## config.mk

```make
export PLATFORM = sky130hd
export DESIGN_NAME = alu_cmd_driver
export DESIGN_NICKNAME = d
export VERILOG_FILES = /design/src/rtl/alu_cmd_driver.sv
export SDC_FILE = /design/constraint.sdc
export NUM_CORES = 1
export LEC_CHECK = 0
export CORE_MARGIN = 4
export CORE_UTILIZATION = 50
export CTS_CLUSTER_SIZE = 40
export DETAILED_ROUTE_END_ITERATION = 10
export PLACE_DENSITY = 0.78
export SLEW_MARGIN = 5
export SYNTH_ARGS = -nofsm -noshare
export SYNTH_HDL_FRONTEND = slang
export SYNTH_SLANG_ARGS = --single-unit
```

## constraint.sdc

```tcl
create_clock -name clk -period 3.84 [get_ports clk]
set_input_delay 0.96 -clock clk [delete_from_list [all_inputs] [get_ports clk]]
set_output_delay 0.96 -clock clk [all_outputs]
set_load 0.005 [all_outputs]
```

## src/rtl/alu_cmd_driver.sv

```systemverilog
// Valid/ready command front end for the combinational ALU: drives the operands, waits a settle time,
// then queues {result, carry, select} in a show-ahead response FIFO. Optional ALU_CMD_DRIVER_CHECK_EN adds a result checker.
module alu_cmd_driver #(
    parameter int unsigned WIDTH         = 8,
    parameter int unsigned SEL_W         = 4,
    parameter int unsigned SETTLE_CYCLES = 1,
    parameter int unsigned DEPTH         = 4
) (
    input  logic             clk,
    input  logic             rst_n,
    input  logic             cmd_valid,
    output logic             cmd_ready,
    input  logic [WIDTH-1:0] cmd_a,
    input  logic [WIDTH-1:0] cmd_b,
    input  logic [SEL_W-1:0] cmd_sel,
    output logic [WIDTH-1:0] alu_a,
    output logic [WIDTH-1:0] alu_b,
    output logic [SEL_W-1:0] alu_sel,
    input  logic [WIDTH-1:0] alu_out,
    input  logic             alu_carry,
    output logic             rsp_valid,
    input  logic             rsp_ready,
    output logic [WIDTH-1:0] rsp_out,
    output logic             rsp_carry,
    output logic [SEL_W-1:0] rsp_sel,
    output logic             busy,
    output logic [15:0]      done_cnt
`ifdef ALU_CMD_DRIVER_CHECK_EN
    ,
    output logic             mismatch,
    output logic [7:0]       err_cnt
`endif
);

    localparam int unsigned CNT_W  = 4;
    localparam int unsigned PTR_W  = (DEPTH > 1) ? $clog2(DEPTH) : 1;
    localparam int unsigned OCC_W  = PTR_W + 1;
    localparam int unsigned DONE_W = 16;

    typedef struct packed {
        logic [WIDTH-1:0] out;
        logic             carry;
        logic [SEL_W-1:0] sel;
    } rsp_t;

    typedef enum logic {
        ST_IDLE,
        ST_WAIT
    } state_t;

    state_t            state_q, state_d;
    logic [CNT_W-1:0]  cnt_q, cnt_d;
    logic [WIDTH-1:0]  alu_a_q, alu_a_d;
    logic [WIDTH-1:0]  alu_b_q, alu_b_d;
    logic [SEL_W-1:0]  alu_sel_q, alu_sel_d;
    rsp_t              mem_q [DEPTH];
    rsp_t              mem_d [DEPTH];
    logic [PTR_W-1:0]  wr_ptr_q, wr_ptr_d;
    logic [PTR_W-1:0]  rd_ptr_q, rd_ptr_d;
    logic [OCC_W-1:0]  count_q, count_d;
    logic [DONE_W-1:0] done_cnt_q, done_cnt_d;
    logic              cmd_ready_q, cmd_ready_d;
    logic              busy_q, busy_d;
    logic              rsp_valid_q, rsp_valid_d;
    logic              push;
    logic              pop;

    // Next-state: command FSM, FIFO bookkeeping and the registered handshake outputs.
    always_comb begin
        state_d     = state_q;
        cnt_d       = cnt_q;
        alu_a_d     = alu_a_q;
        alu_b_d     = alu_b_q;
        alu_sel_d   = alu_sel_q;
        mem_d       = mem_q;
        wr_ptr_d    = wr_ptr_q;
        rd_ptr_d    = rd_ptr_q;
        count_d     = count_q;
        done_cnt_d  = done_cnt_q;
        push        = 1'b0;
        pop         = rsp_ready && rsp_valid_q;

        case (state_q)
            ST_IDLE: begin
                if (cmd_valid && cmd_ready_q) begin
                    alu_a_d   = cmd_a;
                    alu_b_d   = cmd_b;
                    alu_sel_d = cmd_sel;
                    cnt_d     = CNT_W'(SETTLE_CYCLES - 1);
                    state_d   = ST_WAIT;
                end
            end
            ST_WAIT: begin
                if (cnt_q != '0) begin
                    cnt_d = cnt_q - CNT_W'(1);
                end else begin
                    push       = 1'b1;
                    done_cnt_d = done_cnt_q + DONE_W'(1);
                    state_d    = ST_IDLE;
                end
            end
        endcase

        // Slot was reserved at accept, so a push always has room.
        if (push) begin
            mem_d[wr_ptr_q] = '{out: alu_out, carry: alu_carry, sel: alu_sel_q};
            wr_ptr_d        = wr_ptr_q + PTR_W'(1);
        end
        if (pop) begin
            rd_ptr_d = rd_ptr_q + PTR_W'(1);
        end
        case ({push, pop})
            2'b10:   count_d = count_q + OCC_W'(1);
            2'b01:   count_d = count_q - OCC_W'(1);
            default: count_d = count_q;
        endcase

        rsp_valid_d = (count_d != '0);
        busy_d      = (state_d == ST_WAIT);
        cmd_ready_d = (state_d == ST_IDLE) && (count_d < OCC_W'(DEPTH));
    end

    always_ff @(posedge clk or negedge rst_n) begin
        if (!rst_n) begin
            state_q     <= ST_IDLE;
            cnt_q       <= '0;
            alu_a_q     <= '0;
            alu_b_q     <= '0;
            alu_sel_q   <= '0;
            mem_q       <= '{default: '0};
            wr_ptr_q    <= '0;
            rd_ptr_q    <= '0;
            count_q     <= '0;
            done_cnt_q  <= '0;
            cmd_ready_q <= 1'b0;
            busy_q      <= 1'b0;
            rsp_valid_q <= 1'b0;
        end else begin
            state_q     <= state_d;
            cnt_q       <= cnt_d;
            alu_a_q     <= alu_a_d;
            alu_b_q     <= alu_b_d;
            alu_sel_q   <= alu_sel_d;
            mem_q       <= mem_d;
            wr_ptr_q    <= wr_ptr_d;
            rd_ptr_q    <= rd_ptr_d;
            count_q     <= count_d;
            done_cnt_q  <= done_cnt_d;
            cmd_ready_q <= cmd_ready_d;
            busy_q      <= busy_d;
            rsp_valid_q <= rsp_valid_d;
        end
    end

    assign cmd_ready = cmd_ready_q;
    assign alu_a     = alu_a_q;
    assign alu_b     = alu_b_q;
    assign alu_sel   = alu_sel_q;
    assign rsp_valid = rsp_valid_q;
    assign rsp_out   = mem_q[rd_ptr_q].out;
    assign rsp_carry = mem_q[rd_ptr_q].carry;
    assign rsp_sel   = mem_q[rd_ptr_q].sel;
    assign busy      = busy_q;
    assign done_cnt  = done_cnt_q;

`ifdef ALU_CMD_DRIVER_CHECK_EN
    logic [WIDTH:0]   chk_sum;
    logic [WIDTH-1:0] chk_out;
    logic             chk_modelled;
    logic             mismatch_q, mismatch_d;
    logic [7:0]       err_cnt_q, err_cnt_d;

    // Reference ALU; carry is always the unsigned add carry-out regardless of select.
    always_comb begin
        chk_sum      = {1'b0, alu_a_q} + {1'b0, alu_b_q};
        chk_out      = '0;
        chk_modelled = 1'b1;
        case (alu_sel_q)
            SEL_W'(4'b0000): chk_out = chk_sum[WIDTH-1:0];
            SEL_W'(4'b0001): chk_out = alu_a_q - alu_b_q;
            SEL_W'(4'b1000): chk_out = alu_a_q & alu_b_q;
            SEL_W'(4'b1001): chk_out = alu_a_q | alu_b_q;
            SEL_W'(4'b1010): chk_out = alu_a_q ^ alu_b_q;
            SEL_W'(4'b1011): chk_out = ~(alu_a_q | alu_b_q);
            SEL_W'(4'b1100): chk_out = ~(alu_a_q & alu_b_q);
            SEL_W'(4'b1101): chk_out = ~(alu_a_q ^ alu_b_q);
            default:         chk_modelled = 1'b0;
        endcase

        mismatch_d = push && chk_modelled &&
                     ((alu_out != chk_out) || (alu_carry != chk_sum[WIDTH]));
        err_cnt_d  = err_cnt_q;
        if (mismatch_d && (err_cnt_q != 8'hFF)) begin
            err_cnt_d = err_cnt_q + 8'd1;
        end
    end

    always_ff @(posedge clk or negedge rst_n) begin
        if (!rst_n) begin
            mismatch_q <= 1'b0;
            err_cnt_q  <= '0;
        end else begin
            mismatch_q <= mismatch_d;
            err_cnt_q  <= err_cnt_d;
        end
    end

    assign mismatch = mismatch_q;
    assign err_cnt  = err_cnt_q;
`endif

endmodule

```

Word level (Yosys, flattened, before mapping)
Cells that the tools add are included.
{"block": "classes", "n_addsub": 6, "muxes": 15, "reduce_logical": 9, "n_eq_ne": 4, "n_bitwise": 5, "order_cmp": 4}
{"operator": "52-bit bitwise mux", "count": 1}
{"operator": "13-bit 2-to-1 mux", "count": 3}
{"operator": "13-bit binary-select mux with 2-bit select", "count": 1}
{"operator": "13-bit demux with 2-bit select", "count": 1}
{"operator": "16-bit by 1-bit adder with 16-bit output, second input constant", "count": 1}
{"operator": "4-bit 2-to-1 mux", "count": 2}
{"operator": "4-bit one-hot mux with 2 select lines", "count": 1}
{"operator": "3-bit >= comparator, second input constant", "count": 2}
{"operator": "2-bit NOT with 3-bit output", "count": 2}
{"operator": "3-bit one-hot mux with 2 select lines", "count": 1}
{"operator": "2-bit AND reduction", "count": 3}
{"operator": "2-bit by 1-bit adder with 2-bit output, second input constant", "count": 2}
{"operator": "1-bit logical AND", "count": 4}
{"operator": "1-bit 2-to-1 mux", "count": 4}
{"operator": "4-bit nonzero test", "count": 1}
{"operator": "4-bit by 1-bit subtractor with 4-bit output, second input constant", "count": 1}
{"operator": "3-bit by 1-bit adder with 3-bit output, second input constant", "count": 1}
{"operator": "3-bit by 1-bit less-than comparator with 1-bit output, second input constant", "count": 1}
{"operator": "3-bit less-than comparator, second input constant", "count": 1}
{"operator": "1-bit NOT", "count": 3}
{"operator": "3-bit nonzero test", "count": 1}
{"operator": "3-bit by 1-bit subtractor with 3-bit output, second input constant", "count": 1}
{"operator": "2-bit by 1-bit equality test with 1-bit output, second input constant", "count": 1}
{"operator": "2-bit equality test, second input constant", "count": 1}
{"operator": "other kinds (3)", "count": 3}
{"block": "totals", "output_inout_bits": 52, "register_bits": 102, "inputBits": 33}

Longest topological paths before layout
Gate-level depths: netlist (run 1).
{"block": "logic_depth", "word_depth": 7, "ltp_mapped": 11}

Worst setup path after synthesis (run 1)
Ideal clock, no wire load.
{"block": "synth_path", "path_kind": "reg2reg", "from": "reg cnt_q[0]", "to": "reg rsp_valid_q, in the netlist rsp_valid", "required_time_ns": 3.709, "arrival_time_ns": 2.442, "synth_period_minus_slack_ns": 2.573, "path_slack_ns": 1.267, "path_stages_with_launch": 12, "cell_sequence": "dfrtp_1 inv_1 ha_1 nand2b_4 nor3b_4 inv_4 ha_1 fa_1 xnor2_1 nor2_1 xor2_1 or3_1"}
{"block": "synth_between", "elab_chain_cells": 6, "word_cells_on_any_way": 7, "classes_between": "2 x eq/ne; 3 x mux; 2 x reduce/logical"}
{"item": "from (decl)", "line": "52", "text": "logic [CNT_W-1:0] cnt_q, cnt_d;"}
{"item": "from (signal assigned)", "line": "140", "text": "cnt_q <= cnt_d;"}
{"item": "4-bit nonzero test (*)", "line": "94", "text": "if (cnt_q != '0) begin"}
{"item": "1-bit 2-to-1 mux (*)", "line": "94"}
{"item": "1-bit 2-to-1 mux (*)", "line": "83", "text": "case (state_q)"}
{"item": "2-bit by 1-bit equality test with 1-bit output / 2-bit equality test (equally long branches)", "line": "112", "text": "case ({push, pop})"}
{"item": "3-bit one-hot mux with 2 select lines (*)", "line": "112"}
{"item": "named net count_d[2]", "line": "60", "text": "logic [OCC_W-1:0] count_q, count_d;"}
{"item": "3-bit nonzero test (*)", "line": "118", "text": "rsp_valid_d = (count_d != '0);"}
{"item": "named net rsp_valid_d", "line": "64", "text": "logic rsp_valid_q, rsp_valid_d;"}
{"item": "to (signal assigned)", "line": "151", "text": "rsp_valid_q <= rsp_valid_d;"}
{"item": "to (decl)", "line": "64"}
The timed path passes the listed nets; every way through them passes the cells marked *.
A chain may end at the register's enable or synchronous reset.

Worst setup path in the final report (run 1)
{"block": "layout_path", "from": "reg rd_ptr_q[0]", "to": "out rsp_sel[0]"}
{"block": "layout_between", "elab_chain_cells": 4}
{"item": "from (decl)", "line": "59", "text": "logic [PTR_W-1:0] rd_ptr_q, rd_ptr_d;"}
{"item": "from (signal assigned)", "line": "146", "text": "rd_ptr_q <= rd_ptr_d;"}
{"item": "2-bit NOT with 3-bit output (implied by the code)", "line": "162", "text": "assign rsp_sel = mem_q[rd_ptr_q].sel;"}
{"item": "13-bit binary-select mux with 2-bit select", "line": "162"}
{"item": "13-bit 2-to-1 mux (implied by the code) (2 in series)", "line": "162"}
{"item": "to (decl)", "line": "25", "text": "output logic [SEL_W-1:0] rsp_sel,"}
Every way passes these cells. The select of a mux whose other input is x is not followed.

==> reports/qor.tcl, run 1 <==
set qor(cts.path.max_buffers) 2
set qor(cts_post_setup_buffers_inserted) 0
set qor(worstSetupEndpointType) {output pin}
set qor(count_of_standard_cell_rows) 33
set qor(worstPathBufferInverterCount) 2
set qor(finalHoldViolations) 0
set qor(netlist-cell-type-count) 28
set qor(crit-reg2reg-capture) {rsp_valid}
set qor(max_slew.worst_pin.slew_ps) 843
set qor(cp_slowest_cell) {sky130_fd_sc_hd__dfrtp_1}
set qor(relSlewSlack_pct) 43.8
set qor(setup.worst_path.class) {reg2out}
set qor(cts-hold-fix-buffers) 0
set qor(syn-num-nets) 326
set qor(firstDrtPassIters) 4
set qor(drcViolationCount) 0
set qor(min_delay_worst_endpoint) {count_q[2]}
set qor(overall_routing_resource_usage_pct) 17.0
set qor(grt_pass1_vias) 2855
set qor(synthesis.instances) 285
set qor(routed_wirelength_microns) 7950
set qor(synthToLayoutAreaGrowth_pct) 26.9
set qor(htree_num_levels) 3
set qor(max-vdd-ir-drop_mv) 0.392
set qor(final-max-slew-violation-count) 0
set qor(place.gp.congestion) 0.770
set qor(sequential_area_share_after_synthesis_pct) 58.9
set qor(timing.final.setup_violations) 0
set qor(vias_per_cell) 5.29
set qor(min_period_ps) 3180
set qor(final_antenna_net_count) 0
set qor(antenna-diode-count) 0
set qor(worst_hold_path_type) {reg2reg}
set qor(n_fill_cell) 627
set qor(grt.overflow.total) 0
set qor(critical_path.top_delay_family) {buffers and inverters}
set qor(reg2reg_slack_ps) 1080
set qor(grt_start_max_net_pins) 69
set qor(die_width_microns) 101
set qor(critPathArrivalTime_ps) 2220
set qor(timing.critical_path.from_type) {flop}
set qor(finalClockSkew_ps) 12.8
set qor(mappedNetlistArea_sq_mm) 0.00433
set qor(numCtsBuffers) 9
set qor(antenna_violations_before_repair) 0
set qor(synth_area_per_cell_sq_um) 15.2
set qor(r2r_start) {cnt_q[0]}
set qor(cts_tree) {yes}
set qor(worst_r2r_path_depth) 11
set qor(via_count) 2567
set qor(regArea_sq_mm) 0.00255
set qor(clk_root_buffer_cell) {sky130_fd_sc_hd__clkbuf_8}
set qor(clock_latency_ps) 350
set qor(cts-resized-gates) 0
set qor(number_of_drc_violations_after_detailed_routing_iteration_0) 92
set qor(max_cap_viol_count) 0
set qor(fmax_mhz) 314
set qor(critical_path_required_ps) 2880
set qor(num_io_pins) 85
set qor(path_max_fanout) 9
set qor(final.hold.worst_slack_ps) 483
set qor(core_area_sq_mm) 0.00834
set qor(synth_seq_cells) 102
set qor(final.setup.tns_ps) 0
set qor(port-buffer-count) 84
set qor(synth_warnings) 0
set qor(timing.critical_path.slowest_cell_delay_ps) 570
set qor(dpl.hpwl_microns) 5550
set qor(share_of_layout_cells_above_drive_strength_1_pct) 30.3
set qor(power-per-cell-area_mw_per_mm2) 759
set qor(die_y_microns) 101
set qor(min-delay-start) {count_q[2]}
set qor(design.die.area_sq_mm) 0.0102
set qor(crit_path_cell_trace) {buf_4 -> mux4_2 -> clkdlybuf4s50_1}
set qor(route.detailed.wl_per_inst_microns) 16.4
set qor(rsz_0062_raised_after_global_routing) {false}
set qor(clock_sink_total) 102
set qor(nNetsFinal) 416
set qor(outcome) {finished clean}
set qor(area_of_combinational_cells_with_multiple_inputs_sq_mm) 0.00172
set qor(timing.hold.worst_path_depth) 1
set qor(p_leak_uw) 0.00236
set qor(initial_utilization_pct) 52.0
set qor(post-route-period-util_pct) 82.9
set qor(path_clk_slew_ps) 100
set qor(grt_first_pass_wirelength_microns) 13600
cell usage in the layout (no fill, tap or decap), drive strengths merged, types with 3 or more instances in the layout:
cell type      Yosys  layout
dfrtp            102     102
clkdlybuf4s50      0      83
mux2              73      73
nand2             20      20
xnor2             17      17
mux4              13      13
clkbuf             4      10
nand3              8       8
inv                6       8
ha                 7       7
o21ai              6       6
buf                5       5
xor2               5       5
nor3               4       4
nor2               3       3
nand4              3       3
clkinv             0       3
final cells by class:
class                           instances  area share (%)
Clock buffer                           10            2.50
Sequential cell                       102            46.4
Timing Repair Buffer                   88            15.8
Tap cell                              105            2.39
Clock inverter                          6            1.25
Inverter                                6           0.455
Multi-Input combinational cell        168            31.2
worst max-delay path by stage:
| stage | startpoint | depth (start not counted) | to |
|---|---|---|---|
| 5_1_grt | rd_ptr_q[0] | 3 | rsp_sel[0] |
| 3_3_place_gp | rsp_ready | 8 | rsp_valid |
| 6_report | rd_ptr_q[0] | 3 | rsp_sel[0] |
| 4_1_cts | rd_ptr_q[0] | 3 | rsp_sel[1] |
| 2_1_floorplan | cnt_q[0] | 11 | rsp_valid |
| 3_5_place_dp | rsp_ready | 6 | rsp_valid |
metal layers:
metal	GRT usage, %	share of wire (%)	vias up
li1	-	-	1188
met5	0	0	-
met4	4.29	1.1	0
met1	22.1	45	1307
met2	26.8	47	66
met3	6.78	6.5	6
flip-flops by register name, indices dropped and copies added, names as in the netlist:
register and cells:
busy 1, alu_sel 4, mem_q 52, rd_ptr_q 2, count_q 3, wr_ptr_q 2, done_cnt 16, rsp_valid 1
cnt_q 4, cmd_ready 1, alu_b 8, alu_a 8
where the power goes:
group / switching, uW / leakage, uW / internal [uW]
sequential: 311 / 0.00125 / 1530
combinational: 506 / 0.00100 / 1140
clock: 366 / 0.000109 / 325
metrics by stage:
stage	total power, uW	util [%]	setup WS, ps	area, sq um	instances
after floorplan	2710	-	1270	4330	285
after global placement	3480	63.5	878	5290	469
final	4170	65.9	657	5500	485
after detailed placement	3540	63.5	831	5290	469
after CTS	4240	65.9	574	5500	485
after global routing	4460	65.9	501	5500	485
kinds of logic (layout without fill, tap and decap cells):
group | Yosys count | in the layout | share of synthesized area (%)
buffers and inverters | 15 | 110 | 1.50
and+or+nand+nor | 46 | 46 | 6.09
xor gates and xnor gates | 22 | 22 | 4.62
adders and majority gates | 8 | 8 | 2.48
DFF | 102 | 102 | 58.9
AOI/OAI and AO/OA | 6 | 6 | 0.693
muxes | 86 | 86 | 25.7
Yosys cell counts:
| master | n | area share (%) |
|---|---|---|
| sky130_fd_sc_hd__mux2_2 | 73 | 19 |
| sky130_fd_sc_hd__nand4_1 | 3 | 0.43 |
| sky130_fd_sc_hd__inv_1 | 5 | 0.43 |
| sky130_fd_sc_hd__o21ai_0 | 5 | 0.58 |
| sky130_fd_sc_hd__o21ai_1 | 1 | 0.12 |
| sky130_fd_sc_hd__nand3_1 | 8 | 0.92 |
| sky130_fd_sc_hd__xor2_1 | 4 | 0.81 |
| sky130_fd_sc_hd__or2_2 | 1 | 0.14 |
| sky130_fd_sc_hd__and4_4 | 1 | 0.26 |
| sky130_fd_sc_hd__and3_1 | 1 | 0.14 |
| sky130_fd_sc_hd__dfrtp_1 | 102 | 59 |
| sky130_fd_sc_hd__nor3_4 | 2 | 0.75 |
| sky130_fd_sc_hd__clkbuf_1 | 4 | 0.35 |
| sky130_fd_sc_hd__xor2_2 | 1 | 0.38 |
| sky130_fd_sc_hd__nand2_1 | 20 | 1.7 |
| sky130_fd_sc_hd__ha_1 | 7 | 2.0 |
| sky130_fd_sc_hd__xnor2_1 | 17 | 3.4 |
| sky130_fd_sc_hd__fa_1 | 1 | 0.46 |
| sky130_fd_sc_hd__nor3_1 | 2 | 0.23 |
| sky130_fd_sc_hd__and2_1 | 1 | 0.14 |
| sky130_fd_sc_hd__nand3b_1 | 1 | 0.17 |
| sky130_fd_sc_hd__nor3b_4 | 1 | 0.43 |
| sky130_fd_sc_hd__buf_2 | 5 | 0.58 |
| sky130_fd_sc_hd__nand2b_4 | 1 | 0.32 |
| sky130_fd_sc_hd__inv_4 | 1 | 0.14 |
| sky130_fd_sc_hd__mux4_2 | 13 | 6.8 |
| sky130_fd_sc_hd__or3_1 | 1 | 0.14 |
| sky130_fd_sc_hd__nor2_1 | 3 | 0.26 |
Power figures use the tool's default switching activity.
==> run 2: changes to the inputs <==
clock period = 3.1 ns   (was 3.84 ns; I/O delays follow)
==> run 2 against run 1 <==
- first-iteration DRC count rose by 27%
- worst hold slack got worse by 52 ps
- global-route usage rose by 0.61 points
- critical path type unchanged
- highest routed layer unchanged
==> reports/qor.tcl, run 2 (synthesis results as in run 1) <==
set qor(total_power_uw) 5140 ;# +23%
set qor(max-vdd-ir-drop_mv) 0.555 ;# +42%
set qor(final-max-slew-violation-count) 0 ;# unchanged
set qor(path_max_fanout) 7 ;# -2
set qor(die_y_microns) 101 ;# unchanged
set qor(finalClockSkew_ps) 16.9 ;# +4.14 ps
set qor(number_of_drc_violations_after_detailed_routing_iteration_0) 117 ;# +27%
set qor(antenna-diode-count) 0 ;# unchanged
set qor(final_antenna_net_count) 0 ;# unchanged
set qor(core_area_sq_mm) 0.00834 ;# unchanged
set qor(most_common_library_cell_in_the_layout_ignoring_fill_and_taps) {sky130_fd_sc_hd__dfrtp_1}
set qor(worstSetupEndpointType) {output pin}
set qor(critPathArrivalTime_ps) 2080 ;# -140 ps
set qor(p_leak_uw) 0.00236 ;# about the same
set qor(timing.critical_path.slowest_cell_delay_ps) 530 ;# -40 ps
set qor(grt_start_max_net_pins) 103 ;# +49%
set qor(cp_slowest_cell) {sky130_fd_sc_hd__mux4_2}
set qor(max_slew.worst_pin.slew_ps) 670 ;# -173 ps
set qor(max_cap_viol_count) 0 ;# unchanged
set qor(grt_pass1_vias) 2906 ;# +1.8%
set qor(nNetsFinal) 419 ;# +0.72%
set qor(htree_num_levels) 3 ;# unchanged
set qor(port-buffer-count) 84 ;# unchanged
set qor(fmax_mhz) 350
set qor(share_of_layout_cells_above_drive_strength_1_pct) 30.9 ;# +0.63 points
set qor(final.hold.worst_slack_ps) 431 ;# -51.9 ps
set qor(clk_root_buffer_cell) {sky130_fd_sc_hd__clkbuf_8}
set qor(die_width_microns) 101 ;# unchanged
set qor(place.gp.congestion) 0.784 ;# +1.8%
set qor(num_io_pins) 85 ;# unchanged
set qor(grt_first_pass_wirelength_microns) 14200 ;# +4.3%
set qor(routed_wirelength_microns) 8180 ;# +2.9%
set qor(setup.worst_path.class) {reg2out}
set qor(n_fill_cell) 608 ;# -3.0%
set qor(design.die.area_sq_mm) 0.0102 ;# unchanged
set qor(via_count) 2592 ;# +0.97%
set qor(outcome) {finished clean}
set qor(grt.overflow.total) 0 ;# unchanged
set qor(drcViolationCount) 0 ;# unchanged
set qor(max_ffs_per_register) 52 ;# unchanged
set qor(initial_utilization_pct) 52.0 ;# unchanged
set qor(clock_latency_ps) 360 ;# about the same
set qor(critical_path_required_ps) 2320 ;# -560 ps
set qor(firstDrtPassIters) 4 ;# unchanged
set qor(cts_post_setup_buffers_inserted) 0 ;# unchanged
set qor(dpl.hpwl_microns) 5650 ;# +1.8%
set qor(clock_sink_total) 102 ;# unchanged
set qor(crit_path_cell_trace) {buf_4 -> mux4_2 -> clkdlybuf4s50_1}
set qor(top_register) {mem_q}
set qor(post-route-period-util_pct) 92.0
set qor(relSlewSlack_pct) 55.2 ;# +11 points
set qor(worst_r2r_path_depth) 11 ;# unchanged
set qor(final.setup.tns_ps) 0 ;# unchanged
set qor(timing.final.setup_violations) 0 ;# unchanged
set qor(min_period_ps) 2850
set qor(count_of_standard_cell_rows) 33 ;# unchanged
set qor(layout.cells.most_common_list) {101 x sky130_fd_sc_hd__dfrtp_1, 83 x sky130_fd_sc_hd__clkdlybuf4s50_1, 73 x sky130_fd_sc_hd__mux2_2, 20 x sky130_fd_sc_hd__nand2_1, 17 x sky130_fd_sc_hd__xnor2_1}
set qor(route.detailed.wl_per_inst_microns) 16.8 ;# +2.4%
set qor(finalHoldViolations) 0 ;# unchanged
set qor(vias_per_cell) 5.32 ;# +0.56%
set qor(antenna_violations_before_repair) 0 ;# unchanged
set qor(synthToLayoutAreaGrowth_pct) 27.1
set qor(cts_tree) {yes}
set qor(cts.path.max_buffers) 2 ;# unchanged
set qor(numCtsBuffers) 9 ;# unchanged
set qor(power-per-cell-area_mw_per_mm2) 933 ;# +23%
set qor(overall_routing_resource_usage_pct) 17.6 ;# +0.61 points
set qor(path_clk_slew_ps) 90 ;# about the same
set qor(worst_hold_path_type) {in2async}
set qor(rsz_0062_raised_after_global_routing) {false}
set qor(timing.critical_path.from_type) {flop}
[run 2: cell count changes in the layout (fill, tap and decap cells not counted)]
| cell | change |
|---|---|
| sky130_fd_sc_hd__clkbuf_8 | -1 |
| sky130_fd_sc_hd__buf_12 | +1 |
| sky130_fd_sc_hd__inv_6 | +2 |
| sky130_fd_sc_hd__dfrtp_1 | -1 |
| sky130_fd_sc_hd__clkinv_2 | -2 |
| sky130_fd_sc_hd__buf_4 | +2 |
| sky130_fd_sc_hd__clkinvlp_4 | +1 |
| sky130_fd_sc_hd__dfrtp_2 | +1 |
| sky130_fd_sc_hd__bufinv_16 | -1 |
[run 2: layout make-up]
type	count	area (sq um)	area share, %
flip-flops and latches	102	2550	46.4
multi-input cells	168	1720	31.2
repair buffers	91	903	16.4
well taps	105	131	2.39
clock buffers	9	124	2.25
clock inverters	6	53.8	0.977
inverters	6	25.0	0.454
[run 2: critical path: cells and delay by family (launching register included)]
kind | cells | cell delay [ps]
buffers and inverters | 2 | 700
DFF | 1 | 490
muxes | 1 | 530
[run 2: repair_timing]
item / CTS / global route
endpoints found under the setup margin: 0 / 2
hold endpoints to repair: 0 / 0
hold buffers: 0 / 0
gates resized for setup: 0 / 1
[run 2: final timing paths]
check / from / end / slack, ps
hold reg to reg: count_q[2] / count_q[2] / 490
min in group clk: count_q[2] / count_q[2] / 490
max in group asynchronous: rst_n / mem_q[25] / 2230
setup / recovery: rd_ptr_q[0] / rsp_sel[1] / 250
hold / removal: rst_n / mem_q[7] / 430
setup reg to reg: cnt_q[0] / rsp_valid / 460
[run 2: where the power goes]
group	total (uW)	leakage, uW	switching (uW)	internal (uW)
Combinational	2110	0.00102	672	1440
Clock	769	0.0000886	466	303
Sequential	2260	0.00124	369	1890
Total	5140	0.00236	1510	3630
[run 2: metrics by stage]
stage,worst slack [ps],area [sq um],utilization [%],cells
6_report,247,5510,66.0,487
5_1_grt,131,5510,66.0,487
3_3_place_gp,342,5330,63.9,472
3_5_place_dp,277,5330,63.9,472
4_1_cts,78.8,5510,66.0,487
2_1_floorplan,527,4330,-,285
[run 2: layer usage]
layer / GRT usage [%] / share of wire, % / vias to the layer above
met3: 5.54 / 5.6 / 8
li1: - / - / 1194
met2: 27.9 / 48 / 71
met5: 0 / 0 / -
met4: 4.81 / 0.76 / 0
met1: 23.6 / 45 / 1319
